==> src/rtl/arp_query_gen.sv <==
// Parses Ethernet/IPv4 headers from the MAC receive stream and issues one
// ARP cache query per valid IPv4 frame, with accepted/dropped frame counters.
module arp_query_gen #(
    parameter int unsigned CNT_W         = 32,
    parameter bit          CHECK_VERSION = 1'b1
) (
    input  logic             clk,
    input  logic             rst,
    input  logic [31:0]      rx_data_i,
    input  logic             rx_valid_i,
    output logic             rx_ready_o,
    input  logic             rx_sop_i,
    input  logic             rx_eop_i,
    input  logic [1:0]       rx_empty_i,
    input  logic [5:0]       rx_error_i,
    output logic             query_req_valid_o,
    input  logic             query_req_ready_i,
    output logic [31:0]      query_ip_o,
    output logic [CNT_W-1:0] stat_ok_o,
    output logic [CNT_W-1:0] stat_drop_o
);

    localparam int unsigned    W_W      = 4;
    localparam logic [W_W-1:0] W_MAX    = W_W'(9);
    localparam logic [15:0]    ETH_IPV4 = 16'h0800;

    typedef enum logic [1:0] {
        S_IDLE,
        S_HDR,
        S_EMIT,
        S_DRAIN
    } state_t;

    state_t           r_state;
    logic [W_W-1:0]   r_w;
    logic [15:0]      r_w7_lo;
    logic             r_rx_ready;
    logic             r_q_valid;
    logic [31:0]      r_q_ip;
    logic             r_eop_seen;
    logic             r_issued;
    logic [CNT_W-1:0] r_ok;
    logic [CNT_W-1:0] r_drop;

    logic             w_take;
    logic             w_err;
    logic             w_bad_type;
    logic             w_short;
    logic             w_hdr_drop;
    logic             w_sop_bad;
    logic [W_W-1:0]   w_w_inc;
    logic [1:0]       w_drop_inc;

    assign w_take     = rx_valid_i && r_rx_ready;
    assign w_err      = |rx_error_i;
    assign w_bad_type = (r_w == W_W'(3)) &&
                        ((rx_data_i[31:16] != ETH_IPV4) ||
                         (CHECK_VERSION && (rx_data_i[15:12] != 4'd4)));
    // The w8 beat must still carry the two low destination-address bytes.
    assign w_short    = rx_eop_i && ((r_w < W_W'(8)) ||
                                     ((r_w == W_W'(8)) && (rx_empty_i == 2'd3)));
    assign w_hdr_drop = w_err || w_bad_type || w_short;
    assign w_sop_bad  = rx_eop_i || w_err;
    assign w_w_inc    = (r_w == W_MAX) ? W_MAX : r_w + W_W'(1);

    // A restarting SOP can retire the old frame and the new one in one beat.
    always_comb begin
        w_drop_inc = 2'd0;
        if (w_take) begin
            case (r_state)
                S_IDLE:  if (rx_sop_i && w_sop_bad) w_drop_inc = 2'd1;
                S_HDR: begin
                    if (rx_sop_i)        w_drop_inc = w_sop_bad ? 2'd2 : 2'd1;
                    else if (w_hdr_drop) w_drop_inc = 2'd1;
                end
                S_DRAIN: if (rx_sop_i) w_drop_inc = 2'(!r_issued) + 2'(w_sop_bad);
                default: w_drop_inc = 2'd0;
            endcase
        end
    end

    always_ff @(posedge clk) begin
        if (!rst) begin
            r_state    <= S_IDLE;
            r_w        <= '0;
            r_w7_lo    <= '0;
            r_rx_ready <= 1'b1;
            r_q_valid  <= 1'b0;
            r_q_ip     <= '0;
            r_eop_seen <= 1'b0;
            r_issued   <= 1'b0;
            r_ok       <= '0;
            r_drop     <= '0;
        end else begin
            r_drop <= r_drop + CNT_W'(w_drop_inc);
            case (r_state)
                S_IDLE: begin
                    if (w_take && rx_sop_i) begin
                        r_w <= W_W'(1);
                        if (!w_sop_bad) r_state <= S_HDR;
                    end
                end
                S_HDR: begin
                    if (w_take) begin
                        if (rx_sop_i) begin
                            r_w <= W_W'(1);
                            if (w_sop_bad) r_state <= S_IDLE;
                        end else if (w_hdr_drop) begin
                            r_w      <= w_w_inc;
                            r_issued <= 1'b0;
                            r_state  <= rx_eop_i ? S_IDLE : S_DRAIN;
                        end else if (r_w == W_W'(8)) begin
                            r_w        <= w_w_inc;
                            r_q_ip     <= {r_w7_lo, rx_data_i[31:16]};
                            r_q_valid  <= 1'b1;
                            r_rx_ready <= 1'b0;
                            r_eop_seen <= rx_eop_i;
                            r_state    <= S_EMIT;
                        end else begin
                            r_w <= w_w_inc;
                            if (r_w == W_W'(7)) r_w7_lo <= rx_data_i[15:0];
                        end
                    end
                end
                S_EMIT: begin
                    if (query_req_ready_i) begin
                        r_q_valid  <= 1'b0;
                        r_rx_ready <= 1'b1;
                        r_ok       <= r_ok + CNT_W'(1);
                        r_issued   <= 1'b1;
                        r_state    <= r_eop_seen ? S_IDLE : S_DRAIN;
                    end
                end
                S_DRAIN: begin
                    if (w_take) begin
                        if (rx_sop_i) begin
                            r_w     <= W_W'(1);
                            r_state <= w_sop_bad ? S_IDLE : S_HDR;
                        end else if (rx_eop_i) begin
                            r_state <= S_IDLE;
                        end else begin
                            r_w <= w_w_inc;
                        end
                    end
                end
                default: r_state <= S_IDLE;
            endcase
        end
    end

    assign rx_ready_o        = r_rx_ready;
    assign query_req_valid_o = r_q_valid;
    assign query_ip_o        = r_q_ip;
    assign stat_ok_o         = r_ok;
    assign stat_drop_o       = r_drop;

endmodule

==> config.mk <==
export PLATFORM = sky130hd
export DESIGN_NAME = arp_query_gen
export DESIGN_NICKNAME = d
export VERILOG_FILES = /design/src/rtl/arp_query_gen.sv
export SDC_FILE = /design/constraint.sdc
export NUM_CORES = 1
export LEC_CHECK = 0
export CAP_MARGIN = 20
export CORE_UTILIZATION = 49
export DETAILED_ROUTE_END_ITERATION = 10
export PLACE_DENSITY = 0.8
export REMOVE_ABC_BUFFERS = 1
export SLEW_MARGIN = 30
export SYNTH_ARGS = -nofsm -noshare
export SYNTH_HDL_FRONTEND = slang
export SYNTH_SLANG_ARGS = --single-unit
==> constraint.sdc <==
create_clock -name clk -period 5.7 [get_ports clk]
set_clock_uncertainty 0.1 [all_clocks]
set_input_delay 0.855 -clock clk [delete_from_list [all_inputs] [get_ports clk]]
set_output_delay 0.855 -clock clk [all_outputs]
set_load 0.005 [all_outputs]
==> run_results.csv, run 1 <==
group,metric,value,unit
run_status,status,"completed",
clock_tree,cts_resized,0,
clock_tree,cts_buffer_depth,2,
timing,whs,0.366,ns
worst_setup_path,cpPeakStageDelay,0.69,ns
timing,relSlewSlack,0.364,
detailed_routing,wl_per_cell,15.5,microns
power,p_per_area,266,mW/mm^2
worst_setup_path,path_max_fanout,12,
timing,fmax,212,MHz
worst_setup_path,setup.worst_path.start_class,"input port",
grt,grt_util_met3,0.0687,
timing,fin_tns_setup,0,ns
power,total_power,0.00202,W
finish,area_growth_syn_to_layout,37.8,%
grt,gr-total-overflow,0,
logic_synthesis,synth_edf_count,0,
power,p_comb_frac,0.034,
power,p_sw_frac,0.204,
power,ir_drop,0.267,mV
finish,drive_gt1_frac,0.0684,
worst_setup_path,cp_slowest_cell,"clkdlybuf4s50_1",
detailed_routing,routed_wirelength,14400,microns
logic_synthesis,ys.flop_type,"dfxtp_1",
detailed_routing,drt_first_pass_iters,5,
clock_tree,postCtsSetupBuffers,0,
power,seqPwrFrac,0.424,
clock_tree,clk_pin_slew,0.06,ns
grt,antenna_found_initial,0,
power,clock_power_share,0.542,
power,p_leak,2.50,nW
logic_synthesis,syn-cell-area,0.00552,sq mm
hold_path,worstHoldPathType,"flip-flop to flip-flop",
grt,grt_usage,0.251,
floorplanning,core,0.0109,sq mm
hold_path,hold_path_end,"query_ip_o[19]",
worst_setup_path,critPathKind,"input port to flip-flop",
finish,fill_cells,844,
logic_synthesis,ys_ff_latch,122,
timing,rsz0062_at_grt,"false",
power,p_int,0.00161,W
grt,grt_pass1_wl,23300,microns
worst_setup_path,crit_path_cell_trace,"clkdlybuf4s50_1 > nor3_1 > and2_1 > inv_1 > ha_1 > and2_1 > o21ai_0 > a21bo_2 > a21oi_1 > ha_1 > inv_1 > fa_1 > and4b_1 > nor4b_2 > buf_4 > nand4_1 > xor2_1 > nor2_1",
hold_path,min-delay-start,"r_w7_lo[3]",
detailed_routing,viasPerCell,5.69,
finish,n_antenna_cell,0,
clock_tree,clock_sinks,122,
logic_synthesis,ys_types,55,
detailed_routing,via_count,5282,
job,maxCapViolations,0,
clock_tree,cts_made_buffers,17,
worst_setup_path,rr_startpoint,"r_w[3]",
timing,setup_viol,0,
placement,place_congestion,0.854,
placement,hpwl,9610,microns
timing,hold_violations,0,
finish,final_cells,929,
timing,fin_crit,4.71,ns
grt,grt_pass1_vias,4976,
floorplanning,dieArea,0.0117,sq mm
worst_setup_path,ff2ff_path_depth,14,
worst_setup_path,r2r_end,"stat_drop_o[28]",
grt,use_met2,0.429,
floorplanning,rows,38,
logic_synthesis,synth_cells,650,
timing,max_slew.worst_pin.slew,0.946,ns
logic_synthesis,syn_area_per_cell,8.49,sq um
power,switchingPower,0.000413,W
detailed_routing,detailedRoute.firstIterationViolations,339,
hold_path,whs_path_depth,2,
clock_tree,h-tree-depth,4,
detailed_routing,drtAntennaViolNets,0,
floorplanning,start_util,0.507,
placement,dp.cells,897,
finish,regArea,0.00244,sq mm
clock_tree,cts_tree,"built",
worst_setup_path,critPathRequiredTime,5.98,ns
grt,top_usage_layer,"met2",
clock_tree,clock_insertion_delay_worst_skew,0.52,ns
floorplanning,die_width,108,microns
placement,port_buffers,143,
detailed_routing,drc_errors,0,
worst_setup_path,r2r_slack,1.73,ns
worst_setup_path,arrival,4.99,ns
clock_tree,cts_hold_buf,0,
timing,slew_viol_final,0,
grt,grt_max_degree,63,
floorplanning,die_y,108,microns
timing,fin_crit_sh,0.826,
grt,met1_usage,0.292,
logic_synthesis,synth.yosys.warnings,0,
logic_synthesis,async_flop_share,0,
worst_setup_path,end_kind,"flip-flop",
finish,final_nets,827,
logic_synthesis,yosysSeqAreaShare,0.442,
finish,multi_input_area,0.00283,sq mm
floorplanning,ios,144,
clock_tree,cts_root_buf,"clkbuf_8",
-- flip-flops by register name (all words and copies together) (netlist names) --
register           count
query_ip_o            32
query_req_valid_o      1
r_eop_seen             1
r_issued               1
r_state                2
r_w                    4
r_w7_lo               16
rx_ready_o             1
stat_drop_o           32
stat_ok_o             32
-- per-layer routing --
layer	vias up	wire length [microns]
met5	-	0
met4	0	372
met3	28	811
met2	189	7270
met1	2515	5940
li1	2550	-
-- final cells by class --
class / instances / share of cell area
Multi-Input combinational cell: 471 / 0.372
Sequential cell: 122 / 0.321
Timing Repair Buffer: 149 / 0.197
Clock buffer: 20 / 0.0572
Tap cell: 140 / 0.0230
Clock inverter: 12 / 0.0225
Inverter: 15 / 0.00756
-- synthesized netlist by cell type, drive strengths merged, types with 2 or more instances --
cell type  number  area (sq um)
nor2b           3          18.8
or4             3          22.5
and2            9          56.3
nor4b           6          58.8
o21ai          61           305
nand3          70           360
o221a           2          22.5
a211oi          3          27.5
a21oi          64           324
nand4          15          93.8
xor2           25           219
xnor2          29           254
o21a            4          30.0
ha              4          50.1
mux2i           2          20.0
and4b           2          20.0
a21o            2          15.0
nor3           11          55.1
nand2b          5          31.3
and4           10          87.6
dfxtp         122          2440
clkbuf         27           101
nor4           14           109
nor2           70           263
or3            10          67.6
and3            6          37.5
nand2          24          90.1
inv            14          52.6
o31ai           2          15.0
buf            15           113
-- how the worst max path moves through the flow --
stage / from / endpoint / slack, ns / depth (start not counted)
finish: rx_eop_i / stat_drop_o[28] / 0.99 / 18
global route: rx_eop_i / stat_drop_o[28] / 0.67 / 18
CTS: rx_eop_i / stat_drop_o[28] / 1.04 / 18
detailed placement: rx_eop_i / stat_drop_o[28] / 0.51 / 18
global placement: rx_eop_i / stat_drop_o[30] / 0.64 / 18
floorplan: rx_data_i[14] / stat_drop_o[22] / 1.15 / 13
-- stage by stage --
step | cell area [sq um] | utilization | worst slack [ns]
finish | 7610 | 0.699 | 0.992
global route | 7610 | 0.699 | 0.671
CTS | 7610 | 0.699 | 1.04
detailed placement | 7000 | 0.643 | 0.508
global placement | 6970 | 0.640 | 0.639
floorplan | 5310 | - | 1.15
-- cells by family (layout without fill, tap and decap cells) --
kind of cell | Yosys count | in the layout | share of synthesized area
AND/OR/NAND/NOR | 263 | 263 | 0.258
AO/OA/AOI/OAI | 147 | 147 | 0.149
multiplexers | 2 | 2 | 0.00363
adder cells (fa/ha/maj) | 5 | 5 | 0.0127
flip-flops | 122 | 122 | 0.442
XOR/XNOR | 54 | 54 | 0.0857
buffers and inverters | 57 | 196 | 0.0490
-- worst max-delay path, delay by kind of cell --
| family | cells | cell delay, ns |
|---|---|---|
| buffers and inverters | 4 | 1.01 |
| XOR/XNOR | 1 | 0.17 |
| AND/OR/NAND/NOR | 7 | 1.63 |
| adder cells (fa/ha/maj) | 3 | 0.88 |
| AO/OA/AOI/OAI | 3 | 0.42 |
-- cells in the final DEF (no fill, tap or decap), types with 3 or more instances in the layout --
cell	instances
clkdlybuf4s50_1	143
dfxtp_1	122
nor2_1	70
nand3_1	68
a21oi_1	63
o21ai_0	59
xnor2_1	29
xor2_1	25
nand2_1	24
clkbuf_16	16
nand4_1	15
inv_1	14
nor4_1	12
nor3_1	11
and4_1	10
or3_1	9
and2_1	9
and3_1	6
nand2b_1	5
clkinv_2	5
buf_4	5
o21a_1	4
nor4b_1	4
ha_1	4
bufinv_16	4
nor2b_1	3
or4_1	3
clkinvlp_4	3
-- power by group through the flow --
stage | clock network [W] | registers (W) | logic [W]
after global placement | 0 | 0.000875 | 0.0000655
after CTS | 0.00111 | 0.000857 | 0.0000681
after detailed placement | 0 | 0.000876 | 0.0000673
final | 0.00110 | 0.000857 | 0.0000682
after global routing | 0.00116 | 0.000857 | 0.0000728
after floorplan | 0 | 0.000875 | 0.0000195
No activity file was read; power rests on OpenSTA's default activity.
==> run 2: changes to the inputs <==
--- a/config.mk
+++ b/config.mk
@@ -6,9 +6,9 @@
 export NUM_CORES = 1
 export LEC_CHECK = 0
 export CAP_MARGIN = 20
-export CORE_UTILIZATION = 49
+export CORE_UTILIZATION = 44
 export DETAILED_ROUTE_END_ITERATION = 10
-export PLACE_DENSITY = 0.8
+export PLACE_DENSITY = 0.76
 export REMOVE_ABC_BUFFERS = 1
 export SLEW_MARGIN = 30
 export SYNTH_ARGS = -nofsm -noshare
==> constraint.sdc (replaced) <==
create_clock -name clk -period 4.16 [get_ports clk]
set_clock_uncertainty 0.1 [all_clocks]
set_input_delay 0.624 -clock clk [delete_from_list [all_inputs] [get_ports clk]]
set_output_delay 0.624 -clock clk [all_outputs]
set_load 0.005 [all_outputs]
==> run 2 against run 1 <==
  * Sequential cell count stayed put
  * Hold slack hardly changed
  * Utilization is 5.8 points lower
  * Global-route usage is 2.1 points lower
  * Total power is 36% higher
  * Clock-buffer cell count is 6 higher
  * Via count is 1.4% higher
  * Routed wire length is 3.6% higher
  * Largest power group unchanged
  * Highest routed layer unchanged
==> run_results.csv, run 2 (same netlist as run 1, synthesis figures left out) <==
group,metric,value,unit
run_status,status,"completed",
power,ir_drop,0.228,mV
finish,fill_cells,1044,
grt,gr-total-overflow,0,
floorplanning,dieArea,0.0130,sq mm
placement,port_buffers,143,
hold_path,worstHoldPathType,"flip-flop to flip-flop",
finish,fin_util,0.641,
detailed_routing,routed_wirelength,14900,microns
floorplanning,core,0.0121,sq mm
floorplanning,rows,40,
worst_setup_path,startpoint,"rx_error_i[1]",
floorplanning,start_util,0.456,
timing,whs,0.366,ns
finish,final_nets,841,
detailed_routing,drt_first_pass_iters,4,
finish,drive_gt1_frac,0.0859,
timing,fin_tns_setup,0,ns
clock_tree,cts_root_buf,"clkbuf_16",
clock_tree,cts_made_buffers,17,
hold_path,min-delay-start,"r_w7_lo[8]",
clock_tree,clock_sinks,122,
clock_tree,cts_tree,"built",
worst_setup_path,setup.worst_path.start_class,"input port",
worst_setup_path,path_max_fanout,5,
grt,grt_pass1_vias,4959,
finish,layout_commonest_cell,"clkdlybuf4s50_1",
worst_setup_path,end_kind,"flip-flop",
floorplanning,die_width,114,microns
finish,final_cell_mix,"clkdlybuf4s50_1, dfxtp_1, nor2_1",
timing,fin_crit_sh,0.959,
timing,slew_viol_final,0,
detailed_routing,drc_errors,0,
timing,hold_violations,0,
grt,grt_usage,0.230,
timing,fmax,251,MHz
worst_setup_path,critPathRequiredTime,4.35,ns
power,p_per_area,354,mW/mm^2
detailed_routing,via_count,5358,
grt,antenna_found_initial,0,
grt,grt_pass1_wl,24000,microns
timing,max_slew.worst_pin.slew,0.865,ns
placement,place_congestion,0.916,
timing,fin_crit,3.99,ns
detailed_routing,detailedRoute.firstIterationViolations,485,
floorplanning,ios,144,
clock_tree,h-tree-depth,4,
floorplanning,die_y,114,microns
clock_tree,clk_pin_slew,0.05,ns
finish,area_growth_syn_to_layout,40.6,%
worst_setup_path,critPathKind,"input port to flip-flop",
clock_tree,cts_buffer_depth,2,
timing,relSlewSlack,0.419,
worst_setup_path,rr_startpoint,"r_w[3]",
timing,setup_viol,0,
power,total_power,0.00274,W
grt,grt_max_degree,84,
worst_setup_path,arrival,4.18,ns
job,maxCapViolations,0,
detailed_routing,viasPerCell,5.52,
power,p_leak,2.60,nW
clock_tree,clock_insertion_delay_worst_skew,0.41,ns
detailed_routing,drtAntennaViolNets,0,
finish,n_antenna_cell,0,
clock_tree,cts_hold_buf,0,
detailed_routing,wl_per_cell,15.4,microns
placement,hpwl,9830,microns
[run 2: changes by cell type in the layout (fill, tap and decap cells not counted), moves of 2 or more]
| cell | before | now |
|---|---|---|
| clkbuf_8 | 2 | 6 |
| buf_4 | 5 | 18 |
| bufinv_16 | 4 | 2 |
| clkinvlp_4 | 3 | 0 |
[run 2: area by class of cell]
cell class / instances / area [sq um] / share of cell area
inverters: 15 / 57.6 / 0.00742
well taps: 168 / 210 / 0.0271
multi-input cells: 471 / 2860 / 0.368
flip-flops and latches: 122 / 2440 / 0.315
clock buffers: 26 / 519 / 0.0669
clock inverters: 6 / 83.8 / 0.0108
repair buffers: 163 / 1590 / 0.205
[run 2: metal layers]
layer / GRT usage / part of all wire / up-vias
met5: 0 / 0 / -
met4: 0.0944 / 0.022 / 0
met3: 0.0547 / 0.067 / 26
met2: 0.374 / 0.49 / 225
met1: 0.293 / 0.42 / 2524
li1: - / - / 2583
[run 2: path summary, 6_finish.rpt]
kind,endpoint,slack [ns],cells after the start
worst min-delay path,query_ip_o[24],0.37,2
worst max-delay path,stat_drop_o[24],0.17,18
worst min register to register,query_ip_o[24],0.37,2
worst max register to register,stat_drop_o[24],0.37,14
[run 2: repair_timing]
item | CTS | global route
endpoints found under the setup margin | 0 | 6
setup buffers | 0 | 2
resized for setup | 0 | 6
[run 2: where the power goes]
group / leakage, nW / switching (W) / internal, W / total (W)
registers: 0.983 / 0.00000349 / 0.00117 / 0.00118
logic: 1.31 / 0.0000475 / 0.0000527 / 0.000100
clock network: 0.300 / 0.000494 / 0.000975 / 0.00147
[run 2: worst max-delay path: stages]
cell and delay (ns):
clkdlybuf4s50_1 0.44, nor4_4 0.36, and2_4 0.20, inv_1 0.04, ha_1 0.27, and2_1 0.16
o21ai_0 0.09, a21bo_2 0.23, a21oi_2 0.13, ha_2 0.19, inv_1 0.05, fa_1 0.37
and4b_1 0.29, nor4b_4 0.23, buf_4 0.19, nand3_1 0.11, xor2_1 0.17, nor2_1 0.05
[run 2: metrics by stage]
step                setup slack [ns]  instance area [sq um]  cells
detailed placement            -0.220                   7110    936
global placement              -0.142                   7110    936
finish                         0.169                   7760    971
floorplan                     -0.162                   5310    608
global route                -0.00197                   7760    971
CTS                            0.180                   7710    968
